<file path="src/rtl/detect_merge.sv">
// detect_merge: suppresses near-duplicate detection hits within a frame and,
// on the frame terminator, emits a count word followed by the merged list.
module detect_merge #(
  parameter int IMG_WIDTH  = 45,
  parameter int IMG_HEIGHT = 45,
  parameter int MAX_DETECT = 16,
  parameter int MERGE_DIST = 4
) (
  input  logic        clk,
  input  logic        rst,
  input  logic        din_valid,
  output logic        din_ready,
  input  logic [31:0] din_data,
  input  logic        din_eot,
  output logic        dout_valid,
  input  logic        dout_ready,
  output logic [31:0] dout_data,
  output logic        dout_eot
);

  localparam int W_X = $clog2(IMG_WIDTH);
  localparam int W_Y = $clog2(IMG_HEIGHT);
  localparam int PW  = W_X + W_Y;
  localparam int CW  = $clog2(MAX_DETECT + 1);
  localparam int AW  = (MAX_DETECT > 1) ? $clog2(MAX_DETECT) : 1;

  localparam logic [CW-1:0] MAX_C  = CW'(MAX_DETECT);
  localparam logic [CW-1:0] ONE_C  = CW'(1);
  localparam logic [W_X:0]  DX_LIM = (W_X + 1)'(MERGE_DIST);
  localparam logic [W_Y:0]  DY_LIM = (W_Y + 1)'(MERGE_DIST);

  typedef enum logic [1:0] {
    COLLECT,
    SCAN,
    EMIT_COUNT,
    EMIT_LIST
  } state_t;

  state_t state, state_next;

  logic [PW-1:0] entries [MAX_DETECT];
  logic [CW-1:0] count;
  logic          overflow;
  logic [CW-1:0] idx;
  logic [CW-1:0] j;
  logic [PW-1:0] pos;

  logic [PW-1:0] entry_cur;
  logic [PW-1:0] entry_out;
  logic [W_X:0]  xa, xb, dx;
  logic [W_Y:0]  ya, yb, dy;
  logic          match;
  logic          scan_end;
  logic          in_fire;
  logic          out_fire;
  logic          last_beat;

  logic unused_din;
  assign unused_din = ^din_data[31:PW];

  assign entry_cur = entries[idx[AW-1:0]];
  assign entry_out = entries[j[AW-1:0]];
  assign scan_end  = (idx == count);
  assign in_fire   = din_valid && din_ready;
  assign out_fire  = dout_valid && dout_ready;
  assign last_beat = (j == count - ONE_C);

  // Per-axis absolute distance between the pending position and entry idx;
  // one extra bit keeps the subtraction from wrapping at the image edges.
  always_comb begin
    xa = {1'b0, pos[W_X-1:0]};
    xb = {1'b0, entry_cur[W_X-1:0]};
    ya = {1'b0, pos[PW-1:W_X]};
    yb = {1'b0, entry_cur[PW-1:W_X]};
    dx = (xa >= xb) ? (xa - xb) : (xb - xa);
    dy = (ya >= yb) ? (ya - yb) : (yb - ya);
    match = (dx <= DX_LIM) && (dy <= DY_LIM);
  end

  // State register.
  always_ff @(posedge clk) begin
    if (rst) begin
      state <= COLLECT;
    end else begin
      state <= state_next;
    end
  end

  // Next-state logic: collect, scan stored entries one per cycle, then emit.
  always_comb begin
    state_next = state;
    case (state)
      COLLECT: begin
        if (in_fire) begin
          state_next = din_eot ? EMIT_COUNT : SCAN;
        end
      end
      SCAN: begin
        if (scan_end || match) begin
          state_next = COLLECT;
        end
      end
      EMIT_COUNT: begin
        if (out_fire) begin
          state_next = (count == '0) ? COLLECT : EMIT_LIST;
        end
      end
      EMIT_LIST: begin
        if (out_fire && last_beat) begin
          state_next = COLLECT;
        end
      end
      default: state_next = COLLECT;
    endcase
  end

  // Output decode; emission beats come straight from the registered state.
  always_comb begin
    din_ready  = 1'b0;
    dout_valid = 1'b0;
    dout_data  = '0;
    dout_eot   = 1'b0;
    case (state)
      COLLECT: begin
        din_ready = !rst;
      end
      EMIT_COUNT: begin
        dout_valid = 1'b1;
        dout_data  = {overflow, 15'b0, 16'(count)};
        dout_eot   = (count == '0);
      end
      EMIT_LIST: begin
        dout_valid = 1'b1;
        dout_data  = 32'(entry_out);
        dout_eot   = last_beat;
      end
      default: ;
    endcase
  end

  // Frame bookkeeping: pending position, scan index, count, overflow, emit index.
  always_ff @(posedge clk) begin
    if (rst) begin
      count    <= '0;
      overflow <= 1'b0;
      idx      <= '0;
      j        <= '0;
      pos      <= '0;
    end else begin
      case (state)
        COLLECT: begin
          if (in_fire && !din_eot) begin
            pos <= din_data[PW-1:0];
            idx <= '0;
          end
        end
        SCAN: begin
          if (scan_end) begin
            if (count < MAX_C) begin
              count <= count + ONE_C;
            end else begin
              overflow <= 1'b1;
            end
          end else if (!match) begin
            idx <= idx + ONE_C;
          end
        end
        EMIT_COUNT: begin
          if (out_fire) begin
            j <= '0;
            if (count == '0) begin
              overflow <= 1'b0;
            end
          end
        end
        EMIT_LIST: begin
          if (out_fire) begin
            j <= j + ONE_C;
            if (last_beat) begin
              count    <= '0;
              overflow <= 1'b0;
            end
          end
        end
        default: ;
      endcase
    end
  end

  // Position storage; stale contents beyond count are never read.
  always_ff @(posedge clk) begin
    if (state == SCAN && scan_end && count < MAX_C) begin
      entries[count[AW-1:0]] <= pos;
    end
  end

endmodule

</file>
<file path="config.mk">
export PLATFORM = sky130hd
export DESIGN_NAME = detect_merge
export DESIGN_NICKNAME = d
export VERILOG_FILES = /design/src/rtl/detect_merge.sv
export SDC_FILE = /design/constraint.sdc
export NUM_CORES = 1
export LEC_CHECK = 0
export CELL_PAD_IN_SITES_DETAIL_PLACEMENT = 0
export CELL_PAD_IN_SITES_GLOBAL_PLACEMENT = 1
export CORE_MARGIN = 1.5
export CORE_UTILIZATION = 50
export CTS_CLUSTER_SIZE = 12
export DETAILED_ROUTE_END_ITERATION = 10
export GPL_ROUTABILITY_DRIVEN = 1
export PLACE_DENSITY = 0.85
export SLEW_MARGIN = 30
export SYNTH_ARGS = -nofsm -noshare
export SYNTH_HDL_FRONTEND = slang
export SYNTH_SLANG_ARGS = --single-unit
</file>
<file path="constraint.sdc">
create_clock -name clk -period 5.3 [get_ports clk]
set_input_delay 0.795 -clock clk [delete_from_list [all_inputs] [get_ports clk]]
set_output_delay 0.795 -clock clk [all_outputs]
set_load 0.05 [all_outputs]
</file>
**Yosys cells after proc, flatten, opt, wreduce, memory -nomap -nowiden**

Memory sizes are Yosys's and may differ from the RTL's. A register that Yosys moved wholly into a read port is not among the register bits.
Cells that the tools add are included.

- Flip-flop bits (word level): 30
- Bits in writable memories: 192
- Input bits: 37
- Output and inout port bits: 35
- Memories kept: 1

- Add/sub/neg operators: 8
- Order comparisons: 5
- Equal/unequal tests: 18
- Mux-type cells: 38
- Reduce and logical (&&, ||, !) cells: 23

Memories:

| memory | words | bits a word | read ports | clocked after memory_dff | write ports | line | RTL |
|---|---|---|---|---|---|---|---|
| entries | 16 | 12 | 2 | 2 | 1 | 41 | `logic [PW-1:0] entries [MAX_DETECT];` |

Operator list:

| kind | number |
|---|---|
| case mux 32 bit (2 select lines) | 1 |
| 2-to-1 mux 5 bit | 9 |
| case mux 5 bit (2 select lines) | 3 |
| subtractor 6 x 6 -> 7 bit | 4 |
| inequality test 2 bit, second input constant | 13 |
| 2-to-1 mux 4 bit | 4 |
| adder 5 x 1 -> 5 bit, second input constant | 3 |
| <= comparator 7 x 3 -> 1 bit, second input constant | 2 |
| 2-to-1 mux 7 bit | 2 |
| greater-or-equal comparator 6 bit | 2 |
| 2-to-1 mux 2 bit | 6 |
| equality test 5 bit | 2 |
| 2-to-1 mux 1 bit | 10 |
| case mux 2 bit (4 select lines) | 1 |
| AND reduction 4 bit | 2 |
| logical AND 1 bit | 7 |
| AND reduction 7 bit | 1 |
| nonzero test 2 bit | 3 |
| logical NOT 5 bit | 1 |
| < comparator 5 bit, second input constant | 1 |
| AND reduction 5 bit | 1 |
| subtractor 5 x 1 -> 5 bit, second input constant | 1 |
| equality test 2 bit, second input constant | 2 |
| case mux 1 bit (3 select lines) | 1 |
| other kinds (9) | 10 |

**Longest topological paths before layout**

- Depth in word-level cells: 9
- Mapped depth: 14
- Depth with buffers taken out: 12

**Least setup slack after synthesis**

No wires, ideal clock.

- Kind: reg2reg
- Start: register with a tool-made name
- End: register with a tool-made name
- Arrival time: 4,561 ps
- Path slack: 616 ps
- Cell stages (with the launch flop): 15
- Path buffers: 2
- Period minus slack after synthesis: 4,684 ps
- Cells stage by stage: dfxtp_1 buf_2 buf_1 mux4_2 mux4_2 inv_1 ha_1 a21o_1 or3_1 or2_0 a211o_1 a21o_1 a2111oi_4 a21oi_2 mux2_1

==> flow_results.org <==
** Global routing
- Global-route wire length before repair :: approximately 44000 um
- In the global route stage, overall resource usage came out at between 20 and 25%.
- The via count of the first global-routing pass is 7329.
- Overflow after GRT :: 0
- Maximum number of pins on one net before global-route repair :: 30
- Number of antenna violations at the first check in global routing :: 0

** Cells and area
- At the end of the flow, the number of nets in the layout was 899.
- Cells fill 57.35% of the core in the end.
- The sequential cells in the finished layout cover a total of about 0.0065 mm2.
- Cells with a size suffix above 1 make up a little under a quarter of the layout.
- Summing all multi-input logic gate instances after layout gives between 0.004 and 0.005 mm2.
- Synth-to-layout area growth :: 13.02%
- The number of antenna diodes in the final layout is 0.
- The filler cells instantiated in the layout total ~1800.

** Floorplanning
- Height of the die :: 156.9 um
- Core area :: 0.02333 mm2
- 72 I/O pins were placed.
- In this run the core area contains 56 standard-cell rows.
- X dimension of the die :: between 150 and 200 um
- Initial core utilization :: 50.75%
- Overall die area :: around 0.025 mm2

** Synthesis
- Summing the areas of all fa, ha and maj instances in the mapped netlist gives between 3 and 4% of the synthesized area.
- Summing the areas of all xor and xnor instances in the mapped netlist gives approximately 1.5% of the synthesized area.
- Leading cell types by total area after synthesis :: edfxtp_1 (49%), mux4_2 (23%), dfxtp_1 (6.4%)
- Largest area contributor in the netlist :: edfxtp_1
- Synthesized instance count :: a little under 800
- Async SR Flop Fraction :: 0%
- Yosys top cell area share :: between 40% and 50%
- Unique cell type count in the Yosys netlist :: 54
- Summing the areas of all compound-gate instances in the mapped netlist gives 5.347% of the synthesized area.
- After synthesis, the mean cell area works out to about 15 um2.
- During synthesis, Yosys emitted a total of 0 warnings.
- Of the post-synthesis cell area, the part taken by muxes is 24.05%.
- Number of synthesized flops with an enable pin :: ~190
- After synthesis, the largest family of logic cells by area is multiplexers.
- Most used standard cell by instance count after synthesis :: edfxtp_1
- The synthesized netlist devotes under 10% of its cell area to simple gates.
- Prevailing post-synth register cell :: edfxtp_1
- Register area share after synthesis :: between 50% and 60%
- Post-synth top cells :: edfxtp_1 (192), mux4_2 (120), nand2_1 (53)
- Flop and latch count out of synthesis :: 230
- Synthesized area :: about 0.012 mm2

** Critical path
- The worst setup path is launched from a register.
- For the worst flop-to-flop path, the logic depth is 13.
- Depth of the critical timing path with buffers and inverters included :: 13
- By startpoint and endpoint, the worst setup path is classified as reg2reg.
- The critical path contains buffers and inverters numbering 2 combined.
- Last element of the critical path :: idx[0]
- At the worst endpoint, the required time is 5.71 ns.
- Traced cell by cell, the critical path runs through buf_12 > buf_12 > mux4_2 > mux4_2 > ha_1 > nand4_1 > o21bai_1 > nor4_1 > o21ai_0 > o211a_1 > a2111oi_4 > a21oi_2 > mux2_1.
- On the critical path, the stage with the largest delay is an instance of dfxtp_4.
- Endpoint arrival time on the critical path :: 5.13 ns
- In this design, the stage delay of the slowest critical-path cell is 0.56 ns.
- The worst setup path is captured at a register.
- The endpoint identified for the worst register-to-register timing path is idx[0].
- Along the worst path, the maximum fanout reaches 17.
- Flop2flop setup slack :: 0.58 ns
- Worst path top cell family by delay :: multiplexers

** Clock tree
- Buffers inserted during clock tree synthesis total 24.
- Hold repair after CTS inserted 0 buffers.
- TritonCTS built the clock tree.
- Total number of H-tree levels :: 1
- Resize count post-CTS :: 0
- For this design, the sink count on the clock tree is 230.
- The tree is rooted in a clkbuf_16.
- The longest clock path from root to sink contains 3 buffers.
- Clock network latency to the later pin of the worst-skew pair :: roughly 0.52 ns
- Number of setup buffers added after CTS :: 0
- After clock tree synthesis, the clock-pin slew on the worst setup and hold paths is 0.06 ns.

** Routing
- Final Routed Wirelength :: a little under 30000 um
- The first detailed-routing pass ran for 5 iterations.
- ANT nets after route :: 0
- Detailed routing inserted a total of slightly above 7000 vias.
- For this run, design rule violations remaining after detail routing come to 0.
- Wire length per cell after detailed routing :: between 20 and 25 um
- The detailed router finished its first iteration with 911 violations.
- Using the TritonRoute via totals, the vias-per-cell ratio works out to ~6.2.

** STA
- Unrepaired setup endpoints after global routing :: no
- Setup violations remaining at the end of the flow were counted as 0.
- Subtracting the final worst setup slack from the clock period gives 4.722 ns.
- Hold violation count in the final report :: 0
- Tightest Pin Transition :: ~1.0 ns
- Worst clock skew on the final layout :: between 0.01 and 0.015 ns
- TNS Setup :: 0 ns
- Across all setup checks in the final design, the least slack found is a little under 0.6 ns.
- After layout, the worst path uses between 80% and 90% of the clock period.
- For this run, the top clock speed supported by timing is about 210 MHz.
- The number of slew-limit violations in the final report was 0.
- In this run the tightest slew margin relative to its limit is approximately 33%.

** Placed design
- Number of port buffers :: 32
- Routability-driven placement finished with a final weighted congestion of 0.8379.
- Timing analysis after detailed placement gives a worst setup slack of 0.6060 ns.
- Placed wire-length estimate after detailed placement :: 18570 um

** Power and ir drop
- Static power due to leakage :: roughly 4.2 nW
- In this run the power density over the cells is between 200 and 300 mW/mm2.
- Peak supply drop :: between 200 and 300 uV

** Min path
- Worst hold-check path type :: reg2reg

** Job
- Across the run, the number of max-cap violations was 0.

** Status
- The run finished with clean final reports.
==> worst min-delay path by stage <==
stage	slack, ns	start	cells past startpoint	endpoint
floorplan	0.46	overflow	2	overflow
global placement	0.44	pos[7]	0	entries[10][7]
detailed placement	0.46	pos[7]	0	entries[10][7]
CTS	0.48	pos[7]	0	entries[10][7]
global route	0.49	pos[7]	0	entries[10][7]
finish	0.47	pos[7]	0	entries[10][7]
==> layout by cell type, fill, tap and decap left out, types with 25 or more instances in the layout <==
master	n
nand2_1	53
inv_1	39
buf_4	31
ha_1	32
a21oi_1	28
clkdlybuf4s50_1	32
clkbuf_16	25
edfxtp_1	192
mux4_2	120
nor2_1	42
dfxtp_1	33
==> per-layer routing <==
| metal | routed length (um) | GRT usage, % |
|---|---|---|
| met1 | 11140 | 31.27 |
| met4 | 822 | 8.707 |
| met2 | 14870 | 42.12 |
| met3 | 1981 | 2.714 |
| met5 | 0 | 0 |
==> cell type report <==
class | instances | share of cell area [%]
multi-input combinational | 469 | 37.17
tap | 319 | 2.983
clock buffer | 39 | 5.143
clock inverter | 5 | 0.1777
sequential | 230 | 48.85
timing repair buffer | 66 | 4.582
inverter | 39 | 1.094
==> metrics by stage <==
step / area [um2] / power, mW / std cells / hold WS, ns
global placement: 12640 / 2.434 / 1122 / 0.4394
detailed placement: 12660 / 2.446 / 1123 / 0.4627
floorplan: 11910 / 2.340 / 799 / 0.4630
global route: 13380 / 4.084 / 1167 / 0.4901
CTS: 13380 / 3.980 / 1167 / 0.4759
finish: 13380 / 3.964 / 1167 / 0.4739
==> registers in the layout, summed over array words and instances (netlist names), named ones only <==
signal	cells
idx	5
entries	192
overflow	1
count	5
j	5
state	2
pos	12
==> logic make-up (layout without fill, tap and decap cells) <==
group / Yosys count / after routing
DFF: 230 / 230
AOI/OAI and AO/OA: 92 / 92
muxes: 134 / 134
and+or+nand+nor: 172 / 172
other: 1 / 19
xor gates and xnor gates: 20 / 20
adders and majority gates: 32 / 32
buffers and inverters: 100 / 149
==> power breakdown <==
| group | internal, mW | leakage [nW] | total, mW | switching (mW) |
|---|---|---|---|---|
| Sequential | 1.97 | 1.96 | 2.00 | 0.0290 |
| Clock | 0.883 | 0.341 | 1.55 | 0.669 |
| Combinational | 0.168 | 1.90 | 0.415 | 0.247 |
| Total | 3.02 | 4.20 | 3.96 | 0.945 |
==> worst reg2reg max path, delay by kind of cell, from the launching register on <==
kind,cells,cell delay [ns]
DFF,1,0.56
buffers and inverters,2,0.45
and+or+nand+nor,2,0.53
adders and majority gates,1,0.41
AOI/OAI and AO/OA,5,1.24
muxes,3,1.43
(Power assumes the default switching activity.)
==> edit (same settings) <==
Encoding of `state_t`: now one-hot (4 bits for 4 states).
--- a/src/rtl/detect_merge.sv
+++ b/src/rtl/detect_merge.sv
@@ -30,9 +30,9 @@
   localparam logic [W_Y:0]  DY_LIM = (W_Y + 1)'(MERGE_DIST);
 
-  typedef enum logic [1:0] {
-    COLLECT,
-    SCAN,
-    EMIT_COUNT,
-    EMIT_LIST
+  typedef enum logic [3:0] {
+    COLLECT    = 4'b0001,
+    SCAN       = 4'b0010,
+    EMIT_COUNT = 4'b0100,
+    EMIT_LIST  = 4'b1000
   } state_t;
 
Formal check against the unedited RTL: same outputs for any inputs over 4 cycles, from zero or initial values and one cycle with rst high; so few cycles prove little.
==> edit against the original RTL <==
Cell area decreased by 0.46%. Critical path depth shrank 2. Sequential share of layout area increased by 0.53 points. Power down 1.5%. Worst setup slack improved by 0.35 ns. Die area fell by 0.38%. Area after synthesis shrank 0.38%. Sequential cell count increased by 2. Wire length is 3.9% lower. Worst hold slack improved by 0.013 ns. Combinational power down 40%. Final cell count is 4.5% lower. Highest routed layer unchanged.
==> edit: results (changes against the original RTL) <==
Hold path
The worst min-delay path class was flop to flop (unchanged). The number of cells on the worst hold path was 2 (was 0).

Finish
The count of fill cells added during filler insertion is 1749 (was 1771). The core occupancy in the finished layout is 0.571 (was 0.574). The share of final-layout standard cells stronger than drive strength 1 is 0.264 (was 0.237). The net count reported at finish is 845 (was 899). The final instance count without filler cells is 1114 (was 1167). The number of diodes added for antenna fixing is 0 (unchanged).

GRT
The global-route wire length before repair is 42300 microns (was 43600 microns). The via count of the first global-routing pass is 7064 (was 7329). The overall routing resource usage is 0.235 (was 0.241). The pin count of the biggest net entering global routing came to 49 (was 30).

The total overflow reported by the global router came to 0 (unchanged).

Yosys
The number of instances in the synthesized netlist is 737 (was 781). The predominant post-synthesis flop cell was edfxtp_1 (unchanged). The fraction of synthesized cell area in xor and xnor cells is 0.0149 (was 0.0148). The sequential fraction of the synthesis area is 0.557 (was 0.551).

The mux contribution to synthesized area is 0.251 (was 0.241). Ranking of synthesized cells by area: edfxtp_1 (49%), mux4_2 (23%), dfxtp_1 (6.8%), ha_1 (3.4%), mux2i_1 (2.2%) (was edfxtp_1 (49%), mux4_2 (23%), dfxtp_1 (6.4%), ha_1 (3.4%), nand2_1 (1.7%)). Most common library cells after synthesis: edfxtp_1 (192), mux4_2 (120), nor2_1 (47) (was edfxtp_1 (192), mux4_2 (120), nand2_1 (53)). The area share of fa/ha/maj cells after synthesis is 0.0339 (was 0.0338). The count of yosys warnings during synthesis is 0 (unchanged). The number of library cell types mapped by synthesis is 66 (was 54). The compound-gate portion of the synthesized area is 0.0466 (was 0.0535).

Placed design
The routability-driven placement congestion ratio is 0.893 (was 0.838). The half-perimeter wire length after placement is 17400 microns (was 18600 microns). The worst slack at placement came to 0.918 ns (was 0.606 ns). The instance area after placement is 12500 sq um (was 12700 sq um).

Worst setup path
The worst path arrival time is 4.79 ns (was 5.13 ns). The largest fanout on the critical path is 28 (was 17). The length in cells of the worst reg-to-reg path is 11 (was 13).

Pwr
The maximum VDD drop is 249 uV (was 268 uV). The switching fraction of total power is 0.228 (was 0.238). The leakage power summed over all cells is 4.29 nW (was 4.20 nW).

Drt
The violation count after the first detailed-route iteration is 727 (was 911). The routed via count is 6909 (was 7249). The total iterations of the first detailed-routing run is 4 (was 5).

The post-detailed-routing wire length was 27700 microns (was 28800 microns).

Run status
Run status: finished, final reports clean (unchanged).

Timing
The worst-case clock skew is 0.0126 ns (was 0.0143 ns). The slew at the pin closest to its max-slew limit came to 0.992 ns (was 1.01 ns).

Clocking
The number of clock buffers inserted by TritonCTS is 25 (was 24).
## edit: per-layer routing
| layer | wire length, microns | global-route usage | share of wire |
|---|---|---|---|
| met1 | 11000 | 0.313 | 0.40 |
| met2 | 14000 | 0.394 | 0.51 |
| met3 | 1750 | 0.0374 | 0.063 |
| met4 | 886 | 0.0853 | 0.032 |
| met5 | 0 | 0 | 0 |
## edit: logic make-up after synthesis
family / Yosys count
AND/OR/NAND/NOR: 142
other: 1
XOR/XNOR: 20
adder cells (fa/ha/maj): 32
flip-flops: 232
AO/OA/AOI/OAI: 74
buffers and inverters: 90
multiplexers: 146
## edit: power by group through the flow
stage	Sequential, mW	Clock, mW	Combinational (mW)
3_3_place_gp	2.05	0	0.240
3_5_place_dp	2.05	0	0.245
5_1_grt	2.02	1.73	0.270
6_report	2.01	1.64	0.248
2_1_floorplan	2.04	0	0.200
4_1_cts	2.01	1.66	0.247
## edit: layout make-up
class                   count  area share
clock buffers              38      0.0514
clock inverters             8     0.00545
inverters                  35     0.00986
multi-input cells         433       0.373
flip-flops and latches    232       0.494
well taps                 319      0.0300
repair buffers             49      0.0364
## edit: worst paths after layout
kind,to,slack (ns),start
worst max register to register,state[1]$_SDFFE_PP0P_,0.93,flop
worst min-delay path,idx[4]$_SDFFE_PP0P_,0.49,idx[4]$_SDFFE_PP0P_
worst max-delay path,state[1]$_SDFFE_PP0P_,0.93,flop
worst min register to register,idx[4]$_SDFFE_PP0P_,0.49,idx[4]$_SDFFE_PP0P_
## edit: critical path, stage by stage, from the launching register on
cell and delay (ns):
dfxtp_4 0.53, buf_12 0.30, mux4_2 0.55, mux4_2 0.52, ha_1 0.41, and4_1 0.23
a31oi_1 0.26, o221ai_1 0.17, o32a_1 0.41, a211oi_4 0.42, a21oi_4 0.17, o211a_1 0.25
